## config.mk

```make
export PLATFORM = sky130hd
export DESIGN_NAME = seg_scan_reader
export DESIGN_NICKNAME = d
export VERILOG_FILES = /design/src/rtl/seg_scan_reader.sv
export SDC_FILE = /design/constraint.sdc
export NUM_CORES = 1
export LEC_CHECK = 0
export BUFFER_PORTS_ARGS = -buffer_cell sky130_fd_sc_hd__buf_2
export CAP_MARGIN = 5
export CORE_MARGIN = 3
export CORE_UTILIZATION = 54
export CTS_CLUSTER_SIZE = 25
export DETAILED_ROUTE_END_ITERATION = 12
export PLACE_DENSITY = 0.81
export SKIP_LAST_GASP = 1
export SLEW_MARGIN = 20
export SYNTH_ARGS = -nofsm -noshare
export SYNTH_HDL_FRONTEND = slang
export SYNTH_SLANG_ARGS = --single-unit
```

## constraint.sdc

```tcl
create_clock -name clk -period 2.8 [get_ports clk]
set_input_delay 0.84 -clock clk [delete_from_list [all_inputs] [get_ports clk]]
set_output_delay 0.84 -clock clk [all_outputs]
set_load 0.05 [all_outputs]
```

## src/rtl/seg_scan_reader.sv

```systemverilog
// Reads back a multiplexed active-low 7-segment bus and reassembles the digit codes into frames.
// Optional `SEG_ERR_CNT_EN adds a saturating err_count output for unrecognised captures.
module seg_scan_reader #(
  parameter int NUM_DIGITS    = 4,
  parameter int STABLE_CYCLES = 4,
  parameter int IDLE_TIMEOUT  = 1024
) (
  input  logic                    clk,
  input  logic                    rst_n,
  input  logic [NUM_DIGITS-1:0]   an,
  input  logic [6:0]              seg,
  output logic [4*NUM_DIGITS-1:0] value,
  output logic                    frame_valid,
  output logic [NUM_DIGITS-1:0]   blank_mask,
  output logic [NUM_DIGITS-1:0]   digit_err,
  output logic                    disp_off
`ifdef SEG_ERR_CNT_EN
  ,
  output logic [7:0]              err_count
`endif
);

  localparam int IW = $clog2(NUM_DIGITS);
  localparam int TW = $clog2(IDLE_TIMEOUT + 1);
  localparam logic [7:0]    STAB_MAX = 8'(STABLE_CYCLES);
  localparam logic [TW-1:0] IDLE_MAX = TW'(IDLE_TIMEOUT);

  typedef enum logic {S_OFF, S_COLLECT} state_t;

  state_t                  state_q;
  logic [NUM_DIGITS-1:0]   an_s1_q, an_s2_q;
  logic [6:0]              seg_s1_q, seg_s2_q;
  logic [IW+6:0]           key_q;
  logic [7:0]              cnt_q, cnt_d;
  logic [TW-1:0]           idle_q, idle_d;
  logic [NUM_DIGITS-1:0]   seen_q, seen_d;
  logic [4*NUM_DIGITS-1:0] slot_val_q;
  logic [NUM_DIGITS-1:0]   slot_blank_q, slot_err_q;

  logic [3:0]    nzero;
  logic [IW-1:0] key_idx;
  logic          key_valid;
  logic [IW+6:0] key;
  logic [3:0]    nib;
  logic          is_blank, is_err;
  logic          capture, publish, timeout;

  always_comb begin
    nzero   = '0;
    key_idx = '0;
    for (int unsigned i = 0; i < NUM_DIGITS; i++) begin
      if (!an_s2_q[i]) begin
        nzero   = nzero + 4'd1;
        key_idx = IW'(i);
      end
    end
    key_valid = (nzero == 4'd1);
    key       = {key_idx, seg_s2_q};
  end

  always_comb begin
    is_blank = 1'b0;
    is_err   = 1'b0;
    nib      = 4'hF;
    case (seg_s2_q)
      7'b1000000: nib = 4'h0;
      7'b1111001: nib = 4'h1;
      7'b0100100: nib = 4'h2;
      7'b0110000: nib = 4'h3;
      7'b0011001: nib = 4'h4;
      7'b0010010: nib = 4'h5;
      7'b0000010: nib = 4'h6;
      7'b1111000: nib = 4'h7;
      7'b0000000: nib = 4'h8;
      7'b0010000: nib = 4'h9;
      7'b0001000: nib = 4'hA;
      7'b0000011: nib = 4'hB;
      7'b1000110: nib = 4'hC;
      7'b1111111: is_blank = 1'b1;
      default:    is_err = 1'b1;
    endcase
  end

  // Capture fires only on the transition into saturation, so once per stable window.
  always_comb begin
    if (!key_valid)            cnt_d = '0;
    else if (key != key_q)     cnt_d = 8'd1;
    else if (cnt_q < STAB_MAX) cnt_d = cnt_q + 8'd1;
    else                       cnt_d = cnt_q;
    capture = key_valid && (cnt_d == STAB_MAX) && (cnt_q != STAB_MAX);

    if (key_valid)             idle_d = '0;
    else if (idle_q < IDLE_MAX) idle_d = idle_q + 1'b1;
    else                       idle_d = idle_q;
    timeout = (idle_d == IDLE_MAX);

    publish = (state_q == S_COLLECT) && (&seen_q);

    // Publish clears first so a coincident capture counts toward the next frame.
    seen_d = seen_q;
    if (publish) seen_d = '0;
    if (capture) seen_d[key_idx] = 1'b1;
    if (timeout) seen_d = '0;
  end

  always_ff @(posedge clk or negedge rst_n) begin
    if (!rst_n) begin
      state_q      <= S_OFF;
      an_s1_q      <= '1;
      an_s2_q      <= '1;
      seg_s1_q     <= '0;
      seg_s2_q     <= '0;
      key_q        <= '0;
      cnt_q        <= '0;
      idle_q       <= '0;
      seen_q       <= '0;
      slot_val_q   <= '0;
      slot_blank_q <= '0;
      slot_err_q   <= '0;
      value        <= '0;
      frame_valid  <= 1'b0;
      blank_mask   <= '0;
      digit_err    <= '0;
      disp_off     <= 1'b1;
    end else begin
      an_s1_q     <= an;
      an_s2_q     <= an_s1_q;
      seg_s1_q    <= seg;
      seg_s2_q    <= seg_s1_q;
      key_q       <= key;
      cnt_q       <= cnt_d;
      idle_q      <= idle_d;
      seen_q      <= seen_d;
      frame_valid <= publish;
      if (publish) begin
        value      <= slot_val_q;
        blank_mask <= slot_blank_q;
        digit_err  <= slot_err_q;
      end
      if (capture) begin
        slot_val_q[{key_idx, 2'b00} +: 4] <= nib;
        slot_blank_q[key_idx]             <= is_blank;
        slot_err_q[key_idx]               <= is_err;
      end
      if (timeout) begin
        state_q  <= S_OFF;
        disp_off <= 1'b1;
      end else if (capture && state_q == S_OFF) begin
        state_q  <= S_COLLECT;
        disp_off <= 1'b0;
      end
    end
  end

`ifdef SEG_ERR_CNT_EN
  always_ff @(posedge clk or negedge rst_n) begin
    if (!rst_n)                                  err_count <= '0;
    else if (capture && is_err && err_count != '1) err_count <= err_count + 8'd1;
  end
`endif

endmodule

```

# After elaboration in Yosys (flattened, before gate mapping)
# Cells that the tools add are included.
[classes]
n_addsub = 6
n_lt_le_gt_ge = 4
eq_ne = 18
shift = 2
muxes = 27
bitwise_logic = 2
reduce_logical = 9
[op_table]
columns = ["operator", "n"]
rows = [
  ["4-bit case mux with 13 select lines", 1],
  ["7-bit equality test (second input constant)", 5],
  ["4-bit two-way mux", 6],
  ["8-bit two-way mux", 3],
  ["11-bit two-way mux", 2],
  ["7-bit by 5-bit equality test with 1-bit output (second input constant)", 3],
  ["16-bit bitwise mux", 1],
  ["4-bit by 6-bit variable shift with 16-bit output (first input constant)", 1],
  ["4-bit by 6-bit variable part select with 16-bit output", 1],
  ["7-bit by 2-bit equality test with 1-bit output (second input constant)", 2],
  ["7-bit by 6-bit equality test with 1-bit output (second input constant)", 2],
  ["14-bit OR reduction", 1],
  ["4-bit by 1-bit adder with 4-bit output (second input constant)", 3],
  ["11-bit by 1-bit adder with 11-bit output (second input constant)", 1],
  ["11-bit equality test (second input constant)", 1],
  ["11-bit < comparator (second input constant)", 1],
  ["1-bit two-way mux", 9],
  ["9-bit != test", 1],
  ["8-bit by 1-bit adder with 8-bit output (second input constant)", 1],
  ["4-bit bitwise mux", 2],
  ["8-bit by 3-bit equality test with 1-bit output (second input constant)", 1],
  ["8-bit by 3-bit < comparator with 1-bit output (second input constant)", 1],
  ["8-bit by 3-bit != test with 1-bit output (second input constant)", 1],
  ["7-bit by 4-bit equality test with 1-bit output (second input constant)", 1],
  ["other kinds (12)", 17],
]
[totals]
regBits = 105
inputBits = 13
out_inout_bits = 26
wordCells = 85

# Logic depth before layout (Yosys ltp)
# Gate-level depths: netlist of run 1.
[depth]
ltp_word = 15
ltp_mapped = 11
mapped_depth_nobuf = 10

# Worst setup path before layout of run 1
# Ideal clock, no wire load.
[synth_timing]
kind = "register to register"
start = "reg an_s2_q[1]"
end = "reg slot_err_q[1]"
setup_time_ns = 0.125
arrival_ns = 2.463
setup_slack_ns = 0.212
path_stages_with_launch = 12
path_cell_list = "dfstp_2 > inv_1 > ha_1 > xnor2_1 > ha_1 > xnor2_1 > a31o_1 > a22o_1 > and3_1 > buf_6 > nand2_4 > mux2_4"
[synth_between]
elab_chain_len = 10
elab_cells_between_ends = 21
classes_between = "2 x add/sub; 2 x order compare; 3 x eq/ne; 11 x mux; 3 x reduce/logical"
[synth_lines]
columns = ["element", "line_no", "text"]
rows = [
  ["from (decl)", "31", "logic [NUM_DIGITS-1:0] an_s1_q, an_s2_q;"],
  ["from (signal assigned)", "127", "an_s2_q <= an_s1_q;"],
  ["4-bit two-way mux", "52", "if (!an_s2_q[i]) begin"],
  ["4-bit by 1-bit adder with 4-bit output", "53", "nzero = nzero + 4'd1;"],
  ["4-bit two-way mux", "52", ""],
  ["4-bit by 1-bit adder with 4-bit output", "53", ""],
  ["4-bit two-way mux", "52", ""],
  ["4-bit by 1-bit equality test with 1-bit output", "57", "key_valid = (nzero == 4'd1);"],
  ["8-bit two-way mux", "86", "if (!key_valid) cnt_d = '0;"],
  ["8-bit by 3-bit equality test with 1-bit output", "90", "capture = key_valid && (cnt_d == STAB_MAX) && (cnt_q != STAB_MAX);"],
  ["1-bit logical AND (2 in series)", "90", ""],
  ["to (signal, indexed assignment)", "143", "slot_err_q[key_idx] <= is_err;"],
  ["to (decl)", "38", "logic [NUM_DIGITS-1:0] slot_blank_q, slot_err_q;"],
]
# Several ways; a longest one is shown, not always the timed one.
# A chain may end at the register's enable or synchronous reset.

# Worst setup path after layout of run 1
[layout_timing]
start = "reg an_s2_q[1]"
end = "reg seen_q[1]"
[layout_between]
elab_chain_len = 12
elab_cells_between_ends = 25
classes_between = "2 x add/sub; 2 x order compare; 4 x eq/ne; 13 x mux; 1 x bitwise; 3 x reduce/logical"
[layout_lines]
columns = ["element", "line_no", "text"]
rows = [
  ["4-bit two-way mux", "52", ""],
  ["4-bit by 1-bit adder with 4-bit output", "53", ""],
  ["4-bit two-way mux", "52", ""],
  ["4-bit by 1-bit adder with 4-bit output", "53", ""],
  ["4-bit two-way mux", "52", ""],
  ["4-bit by 1-bit equality test with 1-bit output", "57", ""],
  ["8-bit two-way mux", "86", ""],
  ["8-bit by 3-bit equality test with 1-bit output", "90", ""],
  ["1-bit logical AND (2 in series)", "90", ""],
  ["4-bit two-way mux", "102", "if (capture) seen_d[key_idx] = 1'b1;"],
  ["4-bit two-way mux (*)", "103", "if (timeout) seen_d = '0;"],
  ["named net seen_d[1]", "36", "logic [NUM_DIGITS-1:0] seen_q, seen_d;"],
  ["to (signal assigned)", "133", "seen_q <= seen_d;"],
  ["to (decl)", "36", ""],
]
# The timed path passes the listed nets; every way through them passes the cells marked *.

==> results of run 1 <==
-- worst reg2reg max path, stage by stage, from the launching register on --
cell,delay [ps]
sky130_fd_sc_hd__dfstp_2,560
sky130_fd_sc_hd__inv_1,80
sky130_fd_sc_hd__ha_4,230
sky130_fd_sc_hd__xnor2_2,130
sky130_fd_sc_hd__ha_2,200
sky130_fd_sc_hd__xnor2_1,120
sky130_fd_sc_hd__a31o_1,220
sky130_fd_sc_hd__a22o_1,220
sky130_fd_sc_hd__buf_8,170
sky130_fd_sc_hd__nand2b_4,170
sky130_fd_sc_hd__nor4_4,220
sky130_fd_sc_hd__buf_4,200
sky130_fd_sc_hd__a21oi_1,70
-- power groups by stage --
| stage | clock network (W) | logic [W] | registers (W) |
|---|---|---|---|
| after floorplan | 0 | 0.000261 | 0.00163 |
| after global placement | 0 | 0.000310 | 0.00167 |
| after detailed placement | 0 | 0.000324 | 0.00167 |
| after CTS | 0.000942 | 0.000327 | 0.00164 |
| after global routing | 0.00100 | 0.000386 | 0.00165 |
| final | 0.000915 | 0.000339 | 0.00164 |
-- layout make-up --
cell class,count,area share (%)
clock buffers,10,2.611
clock inverters,6,1.116
inverters,11,0.7833
multi-input cells,297,37.34
flip-flops and latches,105,50.06
well taps,105,2.492
repair buffers,49,5.602
-- state kept, by name, summed over array words and instances (netlist names) --
name / cells
an_s1_q: 4
an_s2_q: 4
blank_mask: 4
cnt_q: 8
digit_err: 4
disp_off: 1
frame_valid: 1
idle_q: 11
key_q: 9
seen_q: 4
seg_s1_q: 7
seg_s2_q: 7
slot_blank_q: 4
slot_err_q: 4
slot_val_q: 16
state_q: 1
value: 16
-- worst max-delay path by stage --
stage	from	to	cells past startpoint	slack (ps)
floorplan	an_s2_q[1]	slot_err_q[1]	11	210
global placement	an_s2_q[1]	slot_err_q[3]	10	3
detailed placement	an_s2_q[1]	slot_err_q[2]	10	-90
CTS	an_s2_q[1]	seen_q[1]	12	20
global route	an_s2_q[0]	seen_q[1]	12	-8
finish	an_s2_q[1]	seen_q[1]	12	110
-- metrics by stage --
| step | TNS [ps] | utilization (%) | setup slack, ps | cells |
|---|---|---|---|---|
| floorplan | 0 | - | 211.6 | 433 |
| global placement | 0 | 60.04 | 3.289 | 565 |
| detailed placement | -543.6 | 60.04 | -94.03 | 565 |
| CTS | 0 | 62.45 | 24.70 | 581 |
| global route | -11.26 | 63.20 | -7.946 | 583 |
| finish | 0 | 63.20 | 109.6 | 583 |
-- per-layer routing --
layer / up-vias / global-route usage (%) / part of all wire [%]
met3: 20 / 4.137 / 3.9
met4: 0 / 8.403 / 2.3
met2: 69 / 30.94 / 48
met1: 1551 / 24.85 / 46
met5: - / 0 / 0
li1: 1562 / - / -
-- kinds of logic after synthesis --
family	count (synthesis)	synth area share, %
flip-flops	105	56.09
buffers and inverters	31	3.032
AND/OR/NAND/NOR	200	21.81
adder cells (fa/ha/maj)	11	2.925
XOR/XNOR	22	4.096
multiplexers	13	3.484
AO/OA/AOI/OAI	51	8.564
-- timing repair --
action / CTS / global route
setup endpoints to repair: 16 / 27
gates resized for setup: 2 / 7
setup buffers: 0 / 2
pin swaps: 0 / 3
-- cell usage after synthesis, types with 3 or more instances --
master                      count
sky130_fd_sc_hd__xor2_1        11
sky130_fd_sc_hd__nor4b_1        3
sky130_fd_sc_hd__a21o_1         4
sky130_fd_sc_hd__nor2_1        31
sky130_fd_sc_hd__mux2i_1        4
sky130_fd_sc_hd__nand2b_1       7
sky130_fd_sc_hd__buf_2          9
sky130_fd_sc_hd__or2_1          4
sky130_fd_sc_hd__ha_1          11
sky130_fd_sc_hd__nor2b_1        6
sky130_fd_sc_hd__nand3_1        8
sky130_fd_sc_hd__nand4b_1       3
sky130_fd_sc_hd__a22o_1         5
sky130_fd_sc_hd__o2bb2ai_1      9
sky130_fd_sc_hd__inv_1          9
sky130_fd_sc_hd__a21oi_1        9
sky130_fd_sc_hd__dfstp_2        9
sky130_fd_sc_hd__nand4_1        6
sky130_fd_sc_hd__nor3_1         8
sky130_fd_sc_hd__mux2_2         3
sky130_fd_sc_hd__clkbuf_1       7
sky130_fd_sc_hd__dfrtp_1       96
sky130_fd_sc_hd__nor4_1         4
sky130_fd_sc_hd__xnor2_1       11
sky130_fd_sc_hd__mux2_4         6
sky130_fd_sc_hd__and3_1        12
sky130_fd_sc_hd__nor3_2         3
sky130_fd_sc_hd__a32oi_1        3
sky130_fd_sc_hd__nand2_4        5
sky130_fd_sc_hd__nand2_1       86
==> reports/summary.log, run 1 <==
qor: worst_setup_path.path_buf_inv 3
qor: clock_network.tritoncts done
qor: hold_path.worstHoldPathCells 0
qor: route.avgRoutedWirePerCell 15.02 um
qor: worst_setup_path.r2r-start an_s2_q[1]
qor: clock_network.cts_max_level 3
qor: clock_network.numCtsBuffers 9
qor: hold_path.worstHoldStart seg_s1_q[3]
qor: clock_network.cts_root_buf sky130_fd_sc_hd__clkbuf_8
qor: clock_network.tritoncts_num_sinks 105
qor: worst_setup_path.slowest_stage sky130_fd_sc_hd__dfstp_2
qor: place.detailed_place_hpwl 6042 um
qor: finish.final_cell_area 0.005271 mm2
qor: worst_setup_path.worst_setup_slack_for_register_to_register_paths 110 ps
qor: worst_setup_path.timing.critical_path.fanout_max 22
qor: synthesis.synthesis.instances 433
qor: hold_path.class_of_the_tightest_hold_or_removal_check register to register
qor: clock_network.clock_latency_on_the_worst_skew_pair 380 ps
qor: pwr.seqPwrFrac 56.7%
qor: route.route.detailed.drc 0
qor: finish.layout.nets 497
qor: route.ant_nets 0
qor: worst_setup_path.setup.worst_path.start_class register
qor: timing.worst-slew-pin-transition 629.6 ps
qor: pwr.switchingPower 0.0008058 W
qor: floorplanning.floorplan.die_area 0.009868 mm2
qor: worst_setup_path.rr_worst_depth 12
qor: synthesis.area_contributors_post_synth sky130_fd_sc_hd__dfrtp_1 51%, sky130_fd_sc_hd__nand2_1 6.9%, sky130_fd_sc_hd__dfstp_2 5.0%
qor: global_routing.first_pass_grt_wire_length 15040 um
qor: finish.layout-drive-gt1-share 21.76%
qor: synthesis.syn-num-nets 457
qor: synthesis.synth_async_sr_flop_share 100.0%
qor: timing.finClkSkew 10.51 ps
qor: clock_network.hold_buffers 0
qor: global_routing.grt_max_degree 71
qor: floorplanning.pin_count 39
qor: clock_network.cts_max_path_buffers 2
qor: pwr.p_per_area 549.3 mW/mm2
qor: floorplanning.floorplan.initialDensity 56.41%
qor: place.placedInstanceArea 0.005007 mm2
qor: synthesis.yosys_most_used_dff sky130_fd_sc_hd__dfrtp_1
qor: pwr.power_frac_clock 31.6%
qor: synthesis.synth_area_leader_cell sky130_fd_sc_hd__dfrtp_1
qor: worst_setup_path.timing.rr.end seen_q[1]
qor: global_routing.number_of_antenna_violations_at_the_first_check_in_global_routing 0
qor: global_routing.grt_remaining_overflow 0
qor: pwr.power.share.combinational 11.7%
qor: flow_run.cap_violations 0
qor: synthesis.number_of_unique_standard_cell_types_used_by_synthesis 61
qor: finish.multi_input_area 0.001968 mm2
qor: global_routing.vias_in_the_first_global_route 3252
qor: route.dr_total_vias 3202
qor: clock_network.cts.reportedPaths.clkPinSlew 100 ps
qor: place.place.port_buffers 38
qor: worst_setup_path.crit_chain inv_1 > ha_4 > xnor2_2 > ha_2 > xnor2_1 > a31o_1 > a22o_1 > buf_8 > nand2b_4 > nor4_4 > buf_4 > a21oi_1
qor: pwr.power.switching_fraction 27.83%
qor: finish.most_common_library_cell_in_the_layout_ignoring_fill_and_taps sky130_fd_sc_hd__dfrtp_1
qor: timing.max_slew_margin 57.71%
qor: timing.timing.hold.ws 357.3 ps
qor: synthesis.synth-seq-area-share 56.09%
qor: worst_setup_path.timing.setup.critical_path_class register to register
qor: finish.layout.cells.most_common_list 96 x sky130_fd_sc_hd__dfrtp_1, 86 x sky130_fd_sc_hd__nand2_1, 37 x sky130_fd_sc_hd__buf_2
qor: floorplanning.rows 33
qor: timing.final-hold-violation-count 0
qor: global_routing.grt_util_all_layers 19.10%
qor: worst_setup_path.worst_endpoint_required_time 3060 ps
qor: synthesis.yosysWarnings 0
qor: timing.fin_crit_sh 96.09%
qor: worst_setup_path.crit_family flip-flops
qor: timing.period_needed 2690 ps
qor: finish.final-seq-area 0.002639 mm2
qor: floorplanning.core_area 0.008341 mm2
qor: route.finalWirelength 8757 um
qor: place.finalWeightedCongestion 0.8624
qor: floorplanning.dieWidth 99.34 um
qor: synthesis.post_synth_edffs 0
qor: pwr.report.power.total 0.002895 W
qor: route.post_drt_via_cell_ratio 5.492
qor: pwr.worst_supply_voltage_drop_on_vdd 0.2313 mV
qor: worst_setup_path.timing.critical_path.slowest_cell_delay 560 ps
qor: finish.fillerInstances 664
qor: finish.antenna-diode-count 0
qor: hold_path.hold_end seg_s2_q[3]
qor: route.detailedRoute.firstIterationViolations 160
qor: synthesis.syn-mean-instance-area 10.86 um2
qor: route.length_of_the_first_detailed_routing_pass_in_iterations 4
qor: pwr.p_leak 2.693 nW
qor: synthesis.synth-seq-cells 105
qor: synthesis.yosysTopAreaCellShare 51.06%
qor: timing.finalMaxSlewViolations 0
qor: worst_setup_path.timing.critical_path.arrival 2950 ps
qor: timing.finish_stage_setup_viols 0
qor: timing.clock.fmax 371.7 MHz
qor: worst_setup_path.kind_of_end_point_of_the_critical_path register
qor: status.run_status finished clean
qor: pwr.p_int 0.002090 W
qor: finish.area.growth.synth_to_final 12.05%
qor: synthesis.syn_area 0.004705 mm2
qor: floorplanning.chipHeight 99.34 um
Note: power is estimated with default switching activity, not from simulation.
==> run 2: changes to the inputs <==
--- a/config.mk
+++ b/config.mk
@@ -9,8 +9,10 @@
 export CAP_MARGIN = 5
 export CORE_MARGIN = 3
 export CORE_UTILIZATION = 54
+export CTS_BUF_LIST = sky130_fd_sc_hd__clkbuf_4 sky130_fd_sc_hd__clkbuf_8 sky130_fd_sc_hd__clkbuf_16
 export CTS_CLUSTER_SIZE = 25
 export DETAILED_ROUTE_END_ITERATION = 12
+export GPL_TIMING_DRIVEN = 0
 export PLACE_DENSITY = 0.81
 export SKIP_LAST_GASP = 1
 export SLEW_MARGIN = 20
==> reports/summary.log, run 2 (synthesis gave the netlist of run 1 again) <==
qor: route.finalWirelength 8838 um
qor: floorplanning.core_area 0.008341 mm2
qor: floorplanning.dieWidth 99.34 um
qor: global_routing.grt_max_degree 75
qor: clock_network.hold_buffers 0
qor: place.detailed_place_hpwl 6165 um
qor: route.route.detailed.drc 0
qor: worst_setup_path.path_buf_inv 2
qor: worst_setup_path.worst_endpoint_required_time 3070 ps
qor: timing.finClkSkew 16.55 ps
qor: clock_network.cts.reportedPaths.clkPinSlew 110 ps
qor: worst_setup_path.timing.critical_path.slowest_cell_delay 560 ps
qor: clock_network.tritoncts done
qor: clock_network.cts_max_path_buffers 2
qor: route.detailedRoute.firstIterationViolations 188
qor: worst_setup_path.setup.worst_path.start_class register
qor: global_routing.first_pass_grt_wire_length 14970 um
qor: pwr.p_per_area 568.2 mW/mm2
qor: timing.max_slew_margin 53.27%
qor: timing.tns 0 ps
qor: timing.final-hold-violation-count 0
qor: timing.clock.fmax 371.1 MHz
qor: worst_setup_path.timing.critical_path.fanout_max 9
qor: route.dr_total_vias 3246
qor: place.finalWeightedCongestion 0.8827
qor: place.placedInstanceArea 0.005060 mm2
qor: global_routing.grt_remaining_overflow 0
qor: finish.most_common_library_cell_in_the_layout_ignoring_fill_and_taps sky130_fd_sc_hd__dfrtp_1
qor: clock_network.cts_max_level 3
qor: floorplanning.rows 33
qor: global_routing.number_of_antenna_violations_at_the_first_check_in_global_routing 0
qor: timing.period_needed 2695 ps
qor: global_routing.vias_in_the_first_global_route 3118
qor: worst_setup_path.worst_setup_slack_for_register_to_register_paths 110 ps
qor: finish.layout.nets 508
qor: timing.timing.hold.ws 331.2 ps
qor: worst_setup_path.cp_common_cell sky130_fd_sc_hd__xnor2_1
qor: clock_network.numCtsBuffers 9
qor: status.run_status finished clean
qor: timing.finalMaxSlewViolations 0
qor: worst_setup_path.kind_of_end_point_of_the_critical_path register
qor: hold_path.class_of_the_tightest_hold_or_removal_check input pin to async pin
qor: route.post_drt_via_cell_ratio 5.465
qor: floorplanning.chipHeight 99.34 um
qor: worst_setup_path.timing.critical_path.arrival 2960 ps
qor: finish.fillerInstances 679
qor: route.ant_nets 0
qor: finish.layout-drive-gt1-share 20.86%
qor: finish.antenna-diode-count 0
qor: worst_setup_path.crit_chain inv_1 > ha_4 > xnor2_1 > ha_1 > xnor2_1 > a31o_1 > a22o_4 > and3_1 > buf_6 > nand2_4 > mux2_4
qor: worst_setup_path.crit_family flip-flops
qor: worst_setup_path.slowest_stage sky130_fd_sc_hd__dfstp_2
qor: floorplanning.floorplan.initialDensity 56.41%
qor: route.length_of_the_first_detailed_routing_pass_in_iterations 4
qor: route.avgRoutedWirePerCell 14.88 um
qor: finish.area.growth.synth_to_final 13.24%
qor: global_routing.grt_util_all_layers 18.87%
qor: clock_network.cts_root_buf sky130_fd_sc_hd__clkbuf_8
qor: clock_network.clock_latency_on_the_worst_skew_pair 370 ps
qor: clock_network.tritoncts_num_sinks 105
qor: finish.biggestRegsByFlops slot_val_q: 16 flops, value: 16 flops, idle_q: 11 flops
qor: finish.layout.cells.most_common_list 96 x sky130_fd_sc_hd__dfrtp_1, 86 x sky130_fd_sc_hd__nand2_1, 46 x sky130_fd_sc_hd__buf_2
qor: pwr.worst_supply_voltage_drop_on_vdd 0.3150 mV
qor: place.place.port_buffers 38
qor: flow_run.cap_violations 0
qor: timing.finish_stage_setup_viols 0
qor: timing.fin_crit_sh 96.25%
qor: worst_setup_path.timing.setup.critical_path_class register to register
qor: floorplanning.floorplan.die_area 0.009868 mm2
qor: pwr.p_leak 2.729 nW
qor: timing.worst-slew-pin-transition 694.7 ps
qor: finish.final_cell_area 0.005328 mm2
qor: floorplanning.pin_count 39
qor: timing.grt_setup_unrepaired no
==> run 2: cell count changes in the layout (fill, tap and decap cells not counted), sizes merged <==
cell    previous run  this run
buf               49        54
bufinv             0         2
clkbuf            10        15
inv               14        13
==> run 2: worst paths after layout <==
kind	from	cells past startpoint	to
worst max register to register	an_s2_q[1]	11	slot_err_q[1]
min in group clk	seg_s1_q[1]	0	seg_s2_q[1]
worst max-delay path	an_s2_q[1]	11	slot_err_q[1]
max in group asynchronous	rst_n	2	disp_off
worst min register to register	seg_s1_q[1]	0	seg_s2_q[1]
worst min-delay path	rst_n	1	key_q[8]
==> run 2: stage by stage <==
stage | setup WS (ps) | power, W | utilization, % | instances
floorplan | 211.6 | 0.001893 | - | 433
global placement | -127.9 | 0.001976 | 60.26 | 576
detailed placement | -199.8 | 0.002002 | 60.67 | 577
CTS | 80.83 | 0.003044 | 63.59 | 593
global route | 2.879 | 0.003162 | 63.88 | 594
finish | 105.1 | 0.003027 | 63.88 | 594
==> run 2: timing repair <==
action / CTS / global route
pin swaps: 0 / 1
setup endpoints to repair: 28 / 23
buffers inserted: 0 / 1
gates resized for setup: 4 / 3
==> run 2: final cells by class <==
class                      count  area, um2  share of cell area, %
buffer                        20      105.1                  1.973
clock buffer                   9      123.9                  2.325
clock inverter                 7      102.6                  1.926
inverter                      11      41.29                 0.7750
multi-input combinational    297       1953                  36.66
sequential                   105       2639                  49.53
tap                          105      131.4                  2.466
timing repair buffer          40      231.5                  4.345
==> run 2: metal layers <==
metal | global-route usage [%] | part of all wire (%) | vias up
met2 | 30.79 | 48 | 69
met3 | 3.156 | 3.7 | 9
met1 | 25.51 | 47 | 1583
met5 | 0 | 0 | -
li1 | - | - | 1585
met4 | 7.038 | 1.1 | 0
==> run 2: worst reg2reg max path, delay by kind of cell (launching register included) <==
kind,cells,cell delay [ps]
AO/OA/AOI/OAI,2,480
XOR/XNOR,2,210
adder cells (fa/ha/maj),2,520
buffers and inverters,2,240
flip-flops,1,560
multiplexers,1,310
AND/OR/NAND/NOR,2,290
==> run 2: power breakdown <==
part,total [W],internal (W),switching [W]
combinational,0.000376,0.000153,0.000223
sequential,0.00161,0.00157,0.0000404
clock,0.00104,0.000514,0.000524
